`src/rtl/axi4_wr_arbiter.sv`:
```
`default_nettype none
// ---------------------------------------------------------------------------
// axi4_wr_arbiter : round-robin AW/W arbiter over one AXI4 write slave, B routed by grant FIFO
// Revision 1.0 : initial release
// ---------------------------------------------------------------------------
module axi4_wr_arbiter #(
    parameter int NUM_MST = 4,
    parameter int ID_W    = 4,
    parameter int ADDR_W  = 32,
    parameter int DATA_W  = 64,
    parameter int OUTSTD  = 4
) (
    input  logic                        clk,
    input  logic                        rst_n,
    input  logic [NUM_MST-1:0]          m_awvalid_i,
    output logic [NUM_MST-1:0]          m_awready_o,
    input  logic [NUM_MST*ID_W-1:0]     m_awid_i,
    input  logic [NUM_MST*ADDR_W-1:0]   m_awaddr_i,
    input  logic [NUM_MST*8-1:0]        m_awlen_i,
    input  logic [NUM_MST*3-1:0]        m_awsize_i,
    input  logic [NUM_MST*2-1:0]        m_awburst_i,
    input  logic [NUM_MST-1:0]          m_wvalid_i,
    output logic [NUM_MST-1:0]          m_wready_o,
    input  logic [NUM_MST*DATA_W-1:0]   m_wdata_i,
    input  logic [NUM_MST*DATA_W/8-1:0] m_wstrb_i,
    input  logic [NUM_MST-1:0]          m_wlast_i,
    output logic [NUM_MST-1:0]          m_bvalid_o,
    input  logic [NUM_MST-1:0]          m_bready_i,
    output logic [ID_W-1:0]             m_bid_o,
    output logic [1:0]                  m_bresp_o,
    output logic                        s_awvalid_o,
    input  logic                        s_awready_i,
    output logic [ID_W-1:0]             s_awid_o,
    output logic [ADDR_W-1:0]           s_awaddr_o,
    output logic [7:0]                  s_awlen_o,
    output logic [2:0]                  s_awsize_o,
    output logic [1:0]                  s_awburst_o,
    output logic                        s_wvalid_o,
    input  logic                        s_wready_i,
    output logic [DATA_W-1:0]           s_wdata_o,
    output logic [DATA_W/8-1:0]         s_wstrb_o,
    output logic                        s_wlast_o,
    input  logic                        s_bvalid_i,
    output logic                        s_bready_o,
    input  logic [ID_W-1:0]             s_bid_i,
    input  logic [1:0]                  s_bresp_i,
    output logic                        err_o
);

    localparam int GW = $clog2(NUM_MST);
    localparam int PW = $clog2(OUTSTD);

    localparam logic [1:0] S_IDLE = 2'd0;
    localparam logic [1:0] S_ADDR = 2'd1;
    localparam logic [1:0] S_DATA = 2'd2;

    localparam logic [1:0]    BURST_WRAP = 2'b10;
    localparam logic [1:0]    BURST_RSVD = 2'b11;
    localparam logic [GW-1:0] LAST_MST   = GW'(NUM_MST - 1);
    localparam logic [PW:0]   CNT_FULL   = (PW+1)'(OUTSTD);

    logic [1:0]    state;
    logic [GW-1:0] grant;
    logic [GW-1:0] rr_ptr;
    logic [GW-1:0] next_grant;
    logic [GW-1:0] fifo_mem [OUTSTD];
    logic [PW-1:0] wr_ptr;
    logic [PW-1:0] rd_ptr;
    logic [PW:0]   count;
    logic [7:0]    beat_cnt;
    logic [7:0]    awlen_q;
    logic          err;

    logic          in_addr;
    logic          in_data;
    logic          fifo_empty;
    logic          fifo_full;
    logic [GW-1:0] head;
    logic          aw_hs;
    logic          w_hs;
    logic          b_hs;
    logic          aw_err;
    logic          w_err;
    logic          wrap_len_ok;

    // First requester at or after rr_ptr, wrapping around NUM_MST.
    always_comb begin
        logic [GW:0] sum;
        logic        found;
        next_grant = rr_ptr;
        found      = 1'b0;
        sum        = '0;
        for (int i = 0; i < NUM_MST; i++) begin
            sum = {1'b0, rr_ptr} + (GW+1)'(i);
            if (sum >= (GW+1)'(NUM_MST)) begin
                sum = sum - (GW+1)'(NUM_MST);
            end
            if (!found && m_awvalid_i[sum[GW-1:0]]) begin
                next_grant = sum[GW-1:0];
                found      = 1'b1;
            end
        end
    end

    assign in_addr    = (state == S_ADDR);
    assign in_data    = (state == S_DATA);
    assign fifo_empty = (count == '0);
    assign fifo_full  = (count == CNT_FULL);
    assign head       = fifo_mem[rd_ptr];

    assign s_awid_o    = m_awid_i[int'(grant)*ID_W +: ID_W];
    assign s_awaddr_o  = m_awaddr_i[int'(grant)*ADDR_W +: ADDR_W];
    assign s_awlen_o   = m_awlen_i[int'(grant)*8 +: 8];
    assign s_awsize_o  = m_awsize_i[int'(grant)*3 +: 3];
    assign s_awburst_o = m_awburst_i[int'(grant)*2 +: 2];
    assign s_awvalid_o = in_addr & m_awvalid_i[grant];
    assign m_awready_o = in_addr ? (NUM_MST'(s_awready_i) << grant) : '0;

    // W from the granted master is only visible once its AW has been accepted.
    assign s_wdata_o  = m_wdata_i[int'(grant)*DATA_W +: DATA_W];
    assign s_wstrb_o  = m_wstrb_i[int'(grant)*(DATA_W/8) +: (DATA_W/8)];
    assign s_wvalid_o = in_data & m_wvalid_i[grant];
    assign s_wlast_o  = in_data & (beat_cnt == awlen_q);
    assign m_wready_o = in_data ? (NUM_MST'(s_wready_i) << grant) : '0;

    assign m_bid_o    = s_bid_i;
    assign m_bresp_o  = s_bresp_i;
    assign s_bready_o = !fifo_empty & m_bready_i[head];
    assign m_bvalid_o = fifo_empty ? '0 : (NUM_MST'(s_bvalid_i) << head);

    assign aw_hs = s_awvalid_o & s_awready_i;
    assign w_hs  = s_wvalid_o & s_wready_i;
    assign b_hs  = s_bvalid_i & s_bready_o;

    assign wrap_len_ok = (s_awlen_o == 8'd1) || (s_awlen_o == 8'd3) ||
                         (s_awlen_o == 8'd7) || (s_awlen_o == 8'd15);
    assign aw_err = (s_awburst_o == BURST_RSVD) ||
                    ((s_awburst_o == BURST_WRAP) && !wrap_len_ok);
    assign w_err  = (m_wlast_i[grant] != s_wlast_o);
    assign err_o  = err;

    always_ff @(posedge clk or negedge rst_n) begin
        if (!rst_n) begin
            state    <= S_IDLE;
            grant    <= '0;
            rr_ptr   <= '0;
            beat_cnt <= '0;
            awlen_q  <= '0;
            err      <= 1'b0;
        end else begin
            err <= err | (aw_hs & aw_err) | (w_hs & w_err);
            case (state)
                S_IDLE: begin
                    if (|m_awvalid_i && !fifo_full) begin
                        grant <= next_grant;
                        state <= S_ADDR;
                    end
                end
                S_ADDR: begin
                    if (aw_hs) begin
                        awlen_q  <= s_awlen_o;
                        rr_ptr   <= (grant == LAST_MST) ? '0 : grant + GW'(1);
                        beat_cnt <= '0;
                        state    <= S_DATA;
                    end
                end
                S_DATA: begin
                    if (w_hs) begin
                        beat_cnt <= beat_cnt + 8'd1;
                        if (beat_cnt == awlen_q) begin
                            state <= S_IDLE;
                        end
                    end
                end
                default: state <= S_IDLE;
            endcase
        end
    end

    // Grant-order FIFO: push on AW acceptance, pop on B handshake.
    always_ff @(posedge clk) begin
        if (aw_hs) begin
            fifo_mem[wr_ptr] <= grant;
        end
    end

    always_ff @(posedge clk or negedge rst_n) begin
        if (!rst_n) begin
            wr_ptr <= '0;
            rd_ptr <= '0;
            count  <= '0;
        end else begin
            if (aw_hs) begin
                wr_ptr <= wr_ptr + PW'(1);
            end
            if (b_hs) begin
                rd_ptr <= rd_ptr + PW'(1);
            end
            case ({aw_hs, b_hs})
                2'b10:   count <= count + (PW+1)'(1);
                2'b01:   count <= count - (PW+1)'(1);
                default: count <= count;
            endcase
        end
    end

endmodule
`default_nettype wire

```
`config.mk`:
```
export PLATFORM = sky130hd
export DESIGN_NAME = axi4_wr_arbiter
export DESIGN_NICKNAME = d
export VERILOG_FILES = /design/src/rtl/axi4_wr_arbiter.sv
export SDC_FILE = /design/constraint.sdc
export NUM_CORES = 1
export LEC_CHECK = 0
export BUFFER_PORTS_ARGS = -buffer_cell sky130_fd_sc_hd__buf_2
export CORE_AREA = 2 2 253 255
export CTS_CLUSTER_DIAMETER = 40
export DETAILED_ROUTE_END_ITERATION = 8
export DIE_AREA = 0 0 255 257
export PLACE_DENSITY_LB_ADDON = 0.15
export REMOVE_ABC_BUFFERS = 1
export SLEW_MARGIN = 10
export SYNTH_ARGS = -nofsm -noshare
export SYNTH_HDL_FRONTEND = slang
export SYNTH_SLANG_ARGS = --single-unit
```
`constraint.sdc`:
```
create_clock -name clk -period 4.5 [get_ports clk]
set_input_delay 0.225 -clock clk [delete_from_list [all_inputs] [get_ports clk]]
set_output_delay 0.225 -clock clk [all_outputs]
set_load 0.02 [all_outputs]
```
* Word-level counts from Yosys, hierarchy flattened *
Memory sizes are Yosys's and may differ from the RTL's.
Index checks and enable logic that the tools add are counted.

operators by class
  multiply operators = 1
  eq/ne operators = 18
  shifts and indexed selects = 10
  add/subtract/negate cells = 13
  muxes and demuxes = 42
  $lt $le $gt $ge = 10
  bitwise operators = 11
  reductions and logical operators = 24

operators with widths
  kind                 number
  $shiftx 256x9->64    1
  $shiftx 128x8->32    1
  $shiftx 32x6->8      2
  $mux 2               13
  $lt 2x3->1 const B   6
  $bmux 1 s2           8
  $mux 8               2
  $pmux 8 s2           1
  $shiftx 16x5->4      1
  $mux 1               13
  $mux 4               3
  $shiftx 12x5->3      1
  $shl 1x2->4          3
  $eq 2x2->1 const B   5
  $and 1x1->1          9
  $ge 3x3->1 const B   3
  $add 8x1->8 const B  1
  $eq 8x1->1 const B   1
  $eq 8x2->1 const B   1
  $eq 8x3->1 const B   1
  $eq 8x4->1 const B   1
  $eq 8x8->1           1
  $shiftx 8x4->2       1
  $sub 2x1->2 const B  4
  other kinds (25)     46

storage, ports and cells
  logic and storage cells = 139
  memories kept = 1
  output and inout port bits = 144
  memory bits (writable) = 8
  flip-flop bits (word level) = 30

memory list
  name      words  width  read ports  clocked after memory_dff  wr ports  RTL line  text
  fifo_mem  4      2      1           0                         1         66        logic [GW-1:0] fifo_mem [OUTSTD];

* Longest topological paths before layout *
Gate-level depths: netlist of the first run.

  depth after elaboration = 14
  depth in mapped cells = 12
  depth with buffers taken out = 9

* Worst setup path before layout of the first run *
OpenSTA, ideal clock, no wires.

  path type = reg2reg
  from = reg grant[0]
  to = reg count[2]
  stages on the path, launching flop included = 13
  data required time = 4421 ps
  arrival = 2622 ps
  path slack = 1799 ps
  library setup time = 79 ps
  path buffers = 3
  cell sequence = dfrtp_1 buf_6 buf_12 mux4_2 and2_1 inv_1 buf_2 ha_1 inv_1 fa_1 xor2_1 nor2_1 xor2_1

on the way
  cells in the longest elaborated chain, start to end = 6

ends and longest elaborated chain
  item                                             RTL line  text
  from (decl)                                      63        logic [GW-1:0] grant;
  from (signal assigned)                           155       grant <= next_grant;
  $bmux 1 s2 *                                     116       assign s_awvalid_o = in_addr & m_awvalid_i[grant];
  $mux 1 (implied by the code) *                   116
  $and 1x1->1 *                                    116
  $and 1x1->1 *                                    131       assign aw_hs = s_awvalid_o & s_awready_i;
  $eq 2x1->1 or $eq 2x2->1 (tied branches)         199       case ({aw_hs, b_hs})
  $pmux 3 s2 or $reduce_bool 2->1 (tied branches)  --
  to (signal assigned)                             200       2'b10: count <= count + (PW+1)'(1);
  to (signal assigned)                             201       2'b01: count <= count - (PW+1)'(1);
  to (signal assigned)                             202       default: count <= count;
  to (decl)                                        69        logic [PW:0] count;

Mark *: on every way between the ends. The rest lies on a longest branch, timed or not. The select of a mux whose other input is x is not followed.
A chain may end at the register's enable or synchronous reset.

* Worst setup path after layout of the first run *
  from = reg grant[0]
  to = out s_wdata_o[60]

on the way
  cells in the longest elaborated chain, start to end = 1

ends and longest elaborated chain
  item               RTL line  text
  $shiftx 256x9->64  120       assign s_wdata_o = m_wdata_i[int'(grant)*DATA_W +: DATA_W];
  to (decl)          40        output logic [DATA_W-1:0] s_wdata_o,

Every way passes these cells.

==> results of run 1 <==
-- per-stage QoR --
stage / power [uW] / std cells / hold slack, ns
2_1_floorplan: 3690 / 332 / -0.0706
3_3_place_gp: 5440 / 1828 / 0.373
3_5_place_dp: 5450 / 1828 / 0.355
4_1_cts: 5820 / 1836 / 0.0454
5_1_grt: 6080 / 1838 / 0.0586
6_report: 5680 / 1844 / -0.00182
-- kinds of logic (layout without fill, tap and decap cells) --
group / after synthesis / after routing / synth area share
adder cells (fa/ha/maj): 8 / 8 / 0.0211
flip-flops: 38 / 38 / 0.195
buffers and inverters: 52 / 671 / 0.0523
other: 0 / 8 / 0
multiplexers: 132 / 132 / 0.573
AND/OR/NAND/NOR: 98 / 98 / 0.0934
AO/OA/AOI/OAI: 25 / 25 / 0.0342
XOR/XNOR: 18 / 18 / 0.0310
-- placed cells by master (no fill, tap or decap), drive strengths merged, types with 4 or more instances in the layout --
cell type / n
buf: 650
mux4: 126
nand2: 40
dfrtp: 30
nor2: 16
inv: 13
xnor2: 11
diode: 8
edfxtp: 8
and3: 7
xor2: 7
o21ai: 7
ha: 7
mux2i: 6
nand4: 5
clkbuf: 5
nand2b: 4
nor3: 4
nand3: 4
nor2b: 4
-- state kept, by name, indices dropped and copies added (netlist names) --
register  flops
awlen_q       8
beat_cnt      8
fifo_mem      8
count         3
grant         2
rd_ptr        2
rr_ptr        2
state         2
wr_ptr        2
err_o         1
-- path summary, 6_finish.rpt --
path,from,endpoint,slack [ns],cells after the start
max,grant[0],s_wdata_o[60],1.39,4
min,rst_n,rd_ptr[1],-0.002,1
max reg2reg,grant[0],count[2],1.58,9
min reg2reg,err_o,err_o,0.47,2
max in group asynchronous,rst_n,grant[1],3.92,1
min in group clk,m_awvalid_i[0],grant[0],0.34,4
-- routing by layer --
layer	routed length, um	vias to the layer above
li1	-	2811
met1	18500	3145
met2	21500	403
met3	6570	74
met4	808	30
met5	206	-
-- synth_stat cells, types with 2 or more instances --
master      n  share of area
buf_2      17          0.017
o22ai_1     2         0.0025
nand3b_1    2         0.0029
and3_1      7         0.0086
nand4_1     5         0.0061
and2_1      3         0.0037
buf_1       4         0.0029
mux4_1      6          0.031
o211ai_1    2         0.0029
mux2i_1     6          0.012
edfxtp_1    8          0.047
ha_1        7          0.017
or4_1       2         0.0029
dfrtp_1    30           0.15
clkbuf_1    9         0.0066
inv_1      13         0.0096
buf_4       7          0.010
o311ai_0    2         0.0034
o31a_1      2         0.0034
nor2_1     16          0.012
xor2_1      7          0.012
xnor2_1    11          0.019
nand3_1     4         0.0039
nand2_1    40          0.029
and3b_1     2         0.0034
a21oi_1     3         0.0029
nor2b_1     4         0.0049
nor3_1      4         0.0039
mux4_2    120           0.53
nand2b_1    4         0.0049
o21ai_0     7         0.0069
or3_1       2         0.0025
-- power by group through the flow --
stage | logic, uW | clock network (uW) | registers (uW)
3_5_place_dp | 4790 | 0 | 661
6_report | 4680 | 356 | 648
4_1_cts | 4800 | 372 | 656
3_3_place_gp | 4780 | 0 | 659
2_1_floorplan | 2730 | 0 | 954
5_1_grt | 5020 | 381 | 680
-- worst max-delay path: stages (launching register included) --
cell and delay [ns]:
dfrtp_4 0.57, buf_4 0.48, buf_4 0.64, mux4_2 0.64
buf_2 0.20
-- layout make-up --
type	instances	area, sq um	area share
Antenna cell	8	20.0	0.00213
Clock buffer	5	125	0.0133
Clock inverter	3	21.3	0.00227
Inverter	13	48.8	0.00520
Multi-Input combinational cell	281	3830	0.409
Sequential cell	38	998	0.106
Tap cell	846	1060	0.113
Timing Repair Buffer	650	3270	0.349
==> impl_metrics.json, run 1 <==
{
  "finalHoldViolations": 1,
  "die-area_sq_um": 65500,
  "antenna_found_initial": 42,
  "yosysWarnings": 0,
  "ant_nets": 0,
  "routedWlPerCell_um": 25.8,
  "synthArstFlopShare": 0.789,
  "grt_max_degree": 60,
  "max_slew.worst_pin.slew_ns": 0.893,
  "crit_fanout": 35,
  "peakVddDrop_uv": 190,
  "setup_viol": 0,
  "cp_data_arrival_time_ns": 2.88,
  "syn_avg_cell_area_sq_um": 13.7,
  "post-cts-setup-buffers": 0,
  "rsz0062_at_grt": "no",
  "postPlaceCellArea_sq_um": 9210,
  "post-route-util": 0.150,
  "grt_usage": 0.139,
  "relSlewSlack": 0.405,
  "tritoncts": "built",
  "busiest_layer": "met2",
  "worstSetupPathType": "reg -> out",
  "drt-initial-drc-count": 351,
  "use_met3": 0.0774,
  "required_ns": 4.28,
  "wirelength_um": 47500,
  "status": "finished, violations left",
  "ys_seq_area_frac": 0.195,
  "powerDensity_nw_per_um2": 606,
  "drive_gt1_frac": 0.790,
  "setup_tns_ns": 0,
  "num_rows": 92,
  "ys_dominant_reg_cell": "dfrtp_1",
  "syn-cell-area_sq_um": 5090,
  "cp-start-kind": "register",
  "clock_latency_ns": 0.29,
  "use_met1": 0.167,
  "fin_crit_sh": 0.690,
  "start_util": 0.0812,
  "routed_via_density": 3.50,
  "period_needed_ns": 3.11,
  "grt_util_met2": 0.222,
  "area_growth_pct": 84.2,
  "post-place-ws_ns": 1.55,
  "drcViolationCount": 0,
  "io_pins": 655,
  "grt_overflow": 0,
  "fin_area_sq_um": 9380,
  "port_buffers": 642,
  "nets": 1508,
  "cap_violations": 0,
  "fin_skew_ns": 0.00330,
  "vias": 6463,
  "fin_worst_hold_slack_ns": -0.00182,
  "timing.fmax_ghz": 0.322,
  "post_synth_num_cell_types": 45,
  "cts.sinks": 38,
  "combPwrFrac": 0.823,
  "synth-edff-count": 8,
  "holdBufCountCts": 0,
  "swShare": 0.553,
  "grt_pass1_wl_um": 62000,
  "first_pass_iters": 4,
  "cts_max_level": 2,
  "syn_inst": 371,
  "p_seq_frac": 0.114,
  "numCtsBuffers": 5,
  "clk_pin_slew_ns": 0.06,
  "grt_pass1_vias": 7035,
  "cp-end-kind": "output port",
  "hp-class": "in -> async",
  "gp_congestion": 0.942,
  "violations": "hold timing",
  "hpwlAfterDp_um": 43600,
  "core_sq_um": 62700,
  "finalMaxSlewViolations": 0,
  "clkPwrFrac": 0.063,
  "p_leak_uw": 0.00438,
  "synth-seq-cells": 38,
  "fillers": 7177,
  "cts_buffer_depth": 2,
  "cts_resized": 0,
  "fp.dieW_um": 255,
  "die_h_um": 257,
  "worst_slack_ns": 1.39,
  "p_switching_uw": 3140,
  "p_int_uw": 2540,
  "cts_root_buf": "clkbuf_16"
}
No activity file was read; power rests on OpenSTA's default activity.
==> run 2, diff against run 1 <==
- CORE_AREA: 2 2 253 255 -> 2 2 256 258
- DIE_AREA: 0 0 255 257 -> 0 0 258 260
- clock period: 4.5 -> 2.99 ns (I/O delays scaled with it)
==> impl_metrics.json, run 2 (same netlist as run 1, synthesis figures left out) <==
{
  "status": "completed",
  "post-place-ws_ns": 0.277,
  "final_cell_mix": "buf_2 (642), mux4_2 (120), nand2_1 (40)",
  "tritoncts": "built",
  "fp.dieW_um": 258,
  "critical_path.endpoint": "count[2]",
  "grt_overflow": 0,
  "timing.fmax_ghz": 0.371,
  "wirelength_um": 39900,
  "worstReg2RegEnd": "count[2]",
  "fin_skew_ns": 0.00618,
  "first_pass_iters": 6,
  "drcViolationCount": 0,
  "grt_pass1_wl_um": 53400,
  "routedWlPerCell_um": 21.5,
  "core_sq_um": 64100,
  "drive_gt1_frac": 0.790,
  "cp-end-kind": "register",
  "powerDensity_nw_per_um2": 899,
  "start_util": 0.0794,
  "max_slew.worst_pin.slew_ns": 0.801,
  "combPwrFrac": 0.814,
  "p_int_uw": 4040,
  "post-cts-setup-buffers": 0,
  "finalHoldViolations": 0,
  "layout_commonest_cell": "buf_2",
  "setup_viol": 0,
  "vias": 6223,
  "p_leak_uw": 0.00444,
  "area_growth_pct": 86.6,
  "cts_max_level": 2,
  "hp-class": "in -> reg",
  "die-area_sq_um": 67100,
  "routed_via_density": 3.35,
  "reg2reg_from": "rd_ptr[0]",
  "p_switching_uw": 4500,
  "cp-startpoint": "rd_ptr[0]",
  "clkPwrFrac": 0.082,
  "clk_pin_slew_ns": 0.06,
  "cts_buffer_depth": 2,
  "power.total_uw": 8540,
  "required_ns": 3.20,
  "port_buffers": 642,
  "io_pins": 655,
  "peakVddDrop_uv": 400,
  "clock_latency_ns": 0.29,
  "grt_usage": 0.112,
  "post-route-util": 0.148,
  "drt-initial-drc-count": 272,
  "cp-start-kind": "register",
  "nets": 1511,
  "worst_slack_ns": 0.295,
  "ant_nets": 0,
  "swShare": 0.527,
  "cts.sinks": 38,
  "relSlewSlack": 0.466,
  "r2r_setup_slack_ns": 0.29,
  "finalMaxSlewViolations": 0,
  "worstRegToRegCells": 9,
  "numCtsBuffers": 5,
  "die_h_um": 260,
  "grt_max_degree": 76,
  "antenna_found_initial": 16,
  "gp_congestion": 0.834,
  "fin_area_sq_um": 9500,
  "postPlaceCellArea_sq_um": 9280,
  "grt_pass1_vias": 6786,
  "p_seq_frac": 0.104,
  "cp_data_arrival_time_ns": 2.90,
  "rsz0062_at_grt": "no",
  "crit_fanout": 5,
  "largest_registers": "awlen_q x8, beat_cnt x8, fifo_mem x8",
  "fin_crit_sh": 0.901,
  "hpwlAfterDp_um": 36100,
  "worstSetupPathType": "reg -> reg",
  "num_rows": 93,
  "cap_violations": 0,
  "cts_root_buf": "clkbuf_16",
  "period_needed_ns": 2.70
}
run 2: cell count changes in the layout (fill, tap and decap cells not counted):
cell           delta
buf_4             -1
clkinvlp_4        -1
buf_12            +3
clkinv_2          -1
clkbuf_8          +1
clkbuf_16         +1
bufinv_16         +1
dlygate4sd3_1     +1
clkinv_4          -1
run 2: worst max-delay path, cell delays in order (launching register included):
cell and delay (ns):
dfrtp_1 0.44, mux4_2 0.59, nand2b_1 0.22, o22ai_1 0.27, ha_1 0.24, inv_1 0.06
fa_1 0.37, xor2_1 0.15, nor2_1 0.12, xor2_1 0.16
run 2: area by class of cell:
type	count	area, sq um
diodes	8	20.0
clock buffers	7	164
clock inverters	1	30.0
fillers	7298	54600
inverters	13	48.8
multi-input cells	281	3830
flip-flops and latches	38	998
well taps	855	1070
repair buffers	653	3340
run 2: routing by layer:
| metal | track usage | routed length (um) | vias up |
|---|---|---|---|
| met5 | 0 | 55 | - |
| met4 | 0.0225 | 704 | 8 |
| met3 | 0.0373 | 3000 | 34 |
| met2 | 0.198 | 20500 | 305 |
| met1 | 0.131 | 15600 | 3067 |
| li1 | - | - | 2809 |
run 2: what timing repair did:
item                       4_1_cts  5_1_grt
gates resized for setup          0        0
hold endpoints to repair        30        0
hold buffers                     1        0
setup endpoints to repair        0        0
run 2: through the flow:
step | hold WS, ns | TNS, ns | instances
finish | 0.265 | 0 | 1856
global route | 0.299 | 0 | 1849
CTS | 0.263 | 0 | 1848
detailed placement | 0.289 | 0 | 1839
global placement | 0.299 | 0 | 1839
floorplan | -0.146 | -496.52 | 332
run 2: worst min path at each step:
| stage | startpoint | endpoint | slack, ns | depth (start not counted) |
|---|---|---|---|---|
| 2_1_floorplan | rst_n | awlen_q[0] | -0.15 | 0 |
| 3_3_place_gp | s_bid_i[0] | m_bid_o[0] | 0.30 | 0 |
| 3_5_place_dp | rst_n | beat_cnt[0] | 0.29 | 1 |
| 4_1_cts | m_awvalid_i[1] | grant[1] | 0.26 | 4 |
| 5_1_grt | s_bid_i[2] | m_bid_o[2] | 0.30 | 0 |
| 6_report | m_awvalid_i[1] | grant[1] | 0.26 | 4 |
run 2: power by group through the flow:
stage	clock (uW)	sequential [uW]	combinational [uW]
finish	700	889	6950
global route	739	921	7440
CTS	722	895	7180
detailed placement	0	903	7170
global placement	0	904	7160
floorplan	0	1300	3490
==> run 3, diff against run 2 <==
- BUFFER_PORTS_ARGS: -buffer_cell sky130_fd_sc_hd__buf_2 -> default
- CORE_AREA: 2 2 256 258 -> 2 2 259 261
- DIE_AREA: 0 0 258 260 -> 0 0 261 263
- DONT_BUFFER_PORTS: default -> 1
==> impl_metrics.json, run 3 (same netlist as run 1, synthesis figures left out) <==
{
  "status": "completed",
  "cp-startpoint": "rd_ptr[0]",
  "num_rows": 94,
  "port_buffers": 0,
  "required_ns": 3.20,
  "grt_usage": 0.110,
  "die-area_sq_um": 68600,
  "hpwlAfterDp_um": 36400,
  "fin_worst_hold_slack_ns": 0.0969,
  "routedWlPerCell_um": 32.2,
  "cp_data_arrival_time_ns": 2.90,
  "finalHoldViolations": 0,
  "fin_crit_sh": 0.900,
  "max_slew.worst_pin.slew_ns": 1.03,
  "fin_skew_ns": 0.00679,
  "reg2reg_from": "rd_ptr[0]",
  "gp_congestion": 0.974,
  "drive_gt1_frac": 0.411,
  "nets": 873,
  "setup_viol": 0,
  "cts_buffer_depth": 2,
  "peakVddDrop_uv": 477,
  "post-place-ws_ns": 0.285,
  "powerDensity_nw_per_um2": 1180,
  "worst_slack_ns": 0.299,
  "power.total_uw": 7480,
  "setup_tns_ns": 0,
  "routed_via_density": 3.48,
  "worstSetupPathType": "reg -> reg",
  "crit_top_cell": "xor2_1",
  "cp_slowest_stage_delay_ns": 0.59,
  "clock_latency_ns": 0.29,
  "grt_pass1_vias": 4593,
  "cts.sinks": 38,
  "cts_root_buf": "clkbuf_16",
  "numCtsBuffers": 5,
  "fp.dieW_um": 261,
  "crit_fanout": 5,
  "fillers": 7525,
  "finalMaxSlewViolations": 0,
  "hp-class": "in -> reg",
  "worstHoldStart": "m_awvalid_i[0]",
  "cts_max_level": 2,
  "timing.fmax_ghz": 0.372,
  "clk_pin_slew_ns": 0.06,
  "first_pass_iters": 4,
  "grt_overflow": 0,
  "crit_chain": "mux4_2 > nand2b_1 > o22ai_1 > ha_1 > inv_1 > fa_1 > xor2_1 > nor2_1 > xor2_1",
  "area_growth_pct": 24.1,
  "p_leak_uw": 0.00189,
  "io_pins": 655,
  "start_util": 0.0776,
  "grt_max_degree": 74,
  "cp-end-kind": "register",
  "period_needed_ns": 2.69,
  "wirelength_um": 39800,
  "grt_pass1_wl_um": 50300,
  "cp-start-kind": "register",
  "die_h_um": 263,
  "drcViolationCount": 0,
  "cap_violations": 0,
  "vias": 4301,
  "tritoncts": "built",
  "rsz0062_at_grt": "no",
  "relSlewSlack": 0.306,
  "multi_input_area_sq_um": 3830,
  "largest_registers": "awlen_q x8, beat_cnt x8, fifo_mem x8",
  "post-route-util": 0.0963,
  "antenna_found_initial": 44,
  "ant_nets": 0,
  "cpMaxStageDelayCell": "mux4_2",
  "layout_commonest_cell": "mux4_2",
  "seqCellArea_sq_um": 998,
  "drt-initial-drc-count": 367,
  "final_cell_mix": "mux4_2 (120), nand2_1 (40), dfrtp_1 (28)",
  "core_sq_um": 65600
}
## run 3: changes by cell type in the layout (fill, tap and decap cells not counted), sizes merged
cell	previous run	this run
buf	652	14
diode	8	18
clkbuf	7	5
clkinv	0	2
## run 3: what timing repair did
| action | 4_1_cts | 5_1_grt |
|---|---|---|
| endpoints found under the setup margin | 0 | 5 |
| resized for setup | 0 | 1 |
| buffers inserted | 0 | 0 |
| endpoints found under the hold margin | 30 | 0 |
| hold buffers | 2 | 0 |
## run 3: metal layers
layer	global-route usage	wire length [um]
met1	0.124	14300
met2	0.162	17200
met3	0.0687	6080
met4	0.0491	2060
met5	0	176
## run 3: through the flow
step / cells / cell area (sq um)
floorplan: 332 / 4870
global placement: 1209 / 6070
detailed placement: 1209 / 6070
CTS: 1219 / 6270
global route: 1234 / 6310
finish: 1237 / 6320
## run 3: area by class of cell
cell class / count / area share
diodes: 18 / 0.00713
clock buffers: 5 / 0.0198
clock inverters: 3 / 0.00634
inverters: 13 / 0.00772
multi-input cells: 281 / 0.607
flip-flops and latches: 38 / 0.158
well taps: 864 / 0.171
repair buffers: 15 / 0.0228
## run 3: power by group
group	internal (uW)	switching, uW	total (uW)	leakage [uW]
clock	391	232	623	0.0000837
combinational	2040	3860	5900	0.00137
sequential	725	227	952	0.000445
## run 3: worst max-delay path, delay by kind of cell, from the launching register on
family / cells / cell delay [ns]
compound gates: 1 / 0.28
fa+ha+maj: 2 / 0.60
buf+inv: 1 / 0.06
xor+xnor: 2 / 0.30
simple gates: 2 / 0.33
flops: 1 / 0.44
mux: 1 / 0.59
## run 3: path summary, 6_finish.rpt
check / slack (ns) / cells past startpoint / to
worst max-delay path: 0.30 / 9 / count[2]
worst min-delay path: 0.1 / 3 / grant[0]
worst max register to register: 0.30 / 9 / count[2]
worst min register to register: 0.51 / 2 / awlen_q[7]
max in group asynchronous: 2.48 / 2 / grant[0]
min in group asynchronous: 0.31 / 2 / count[0]
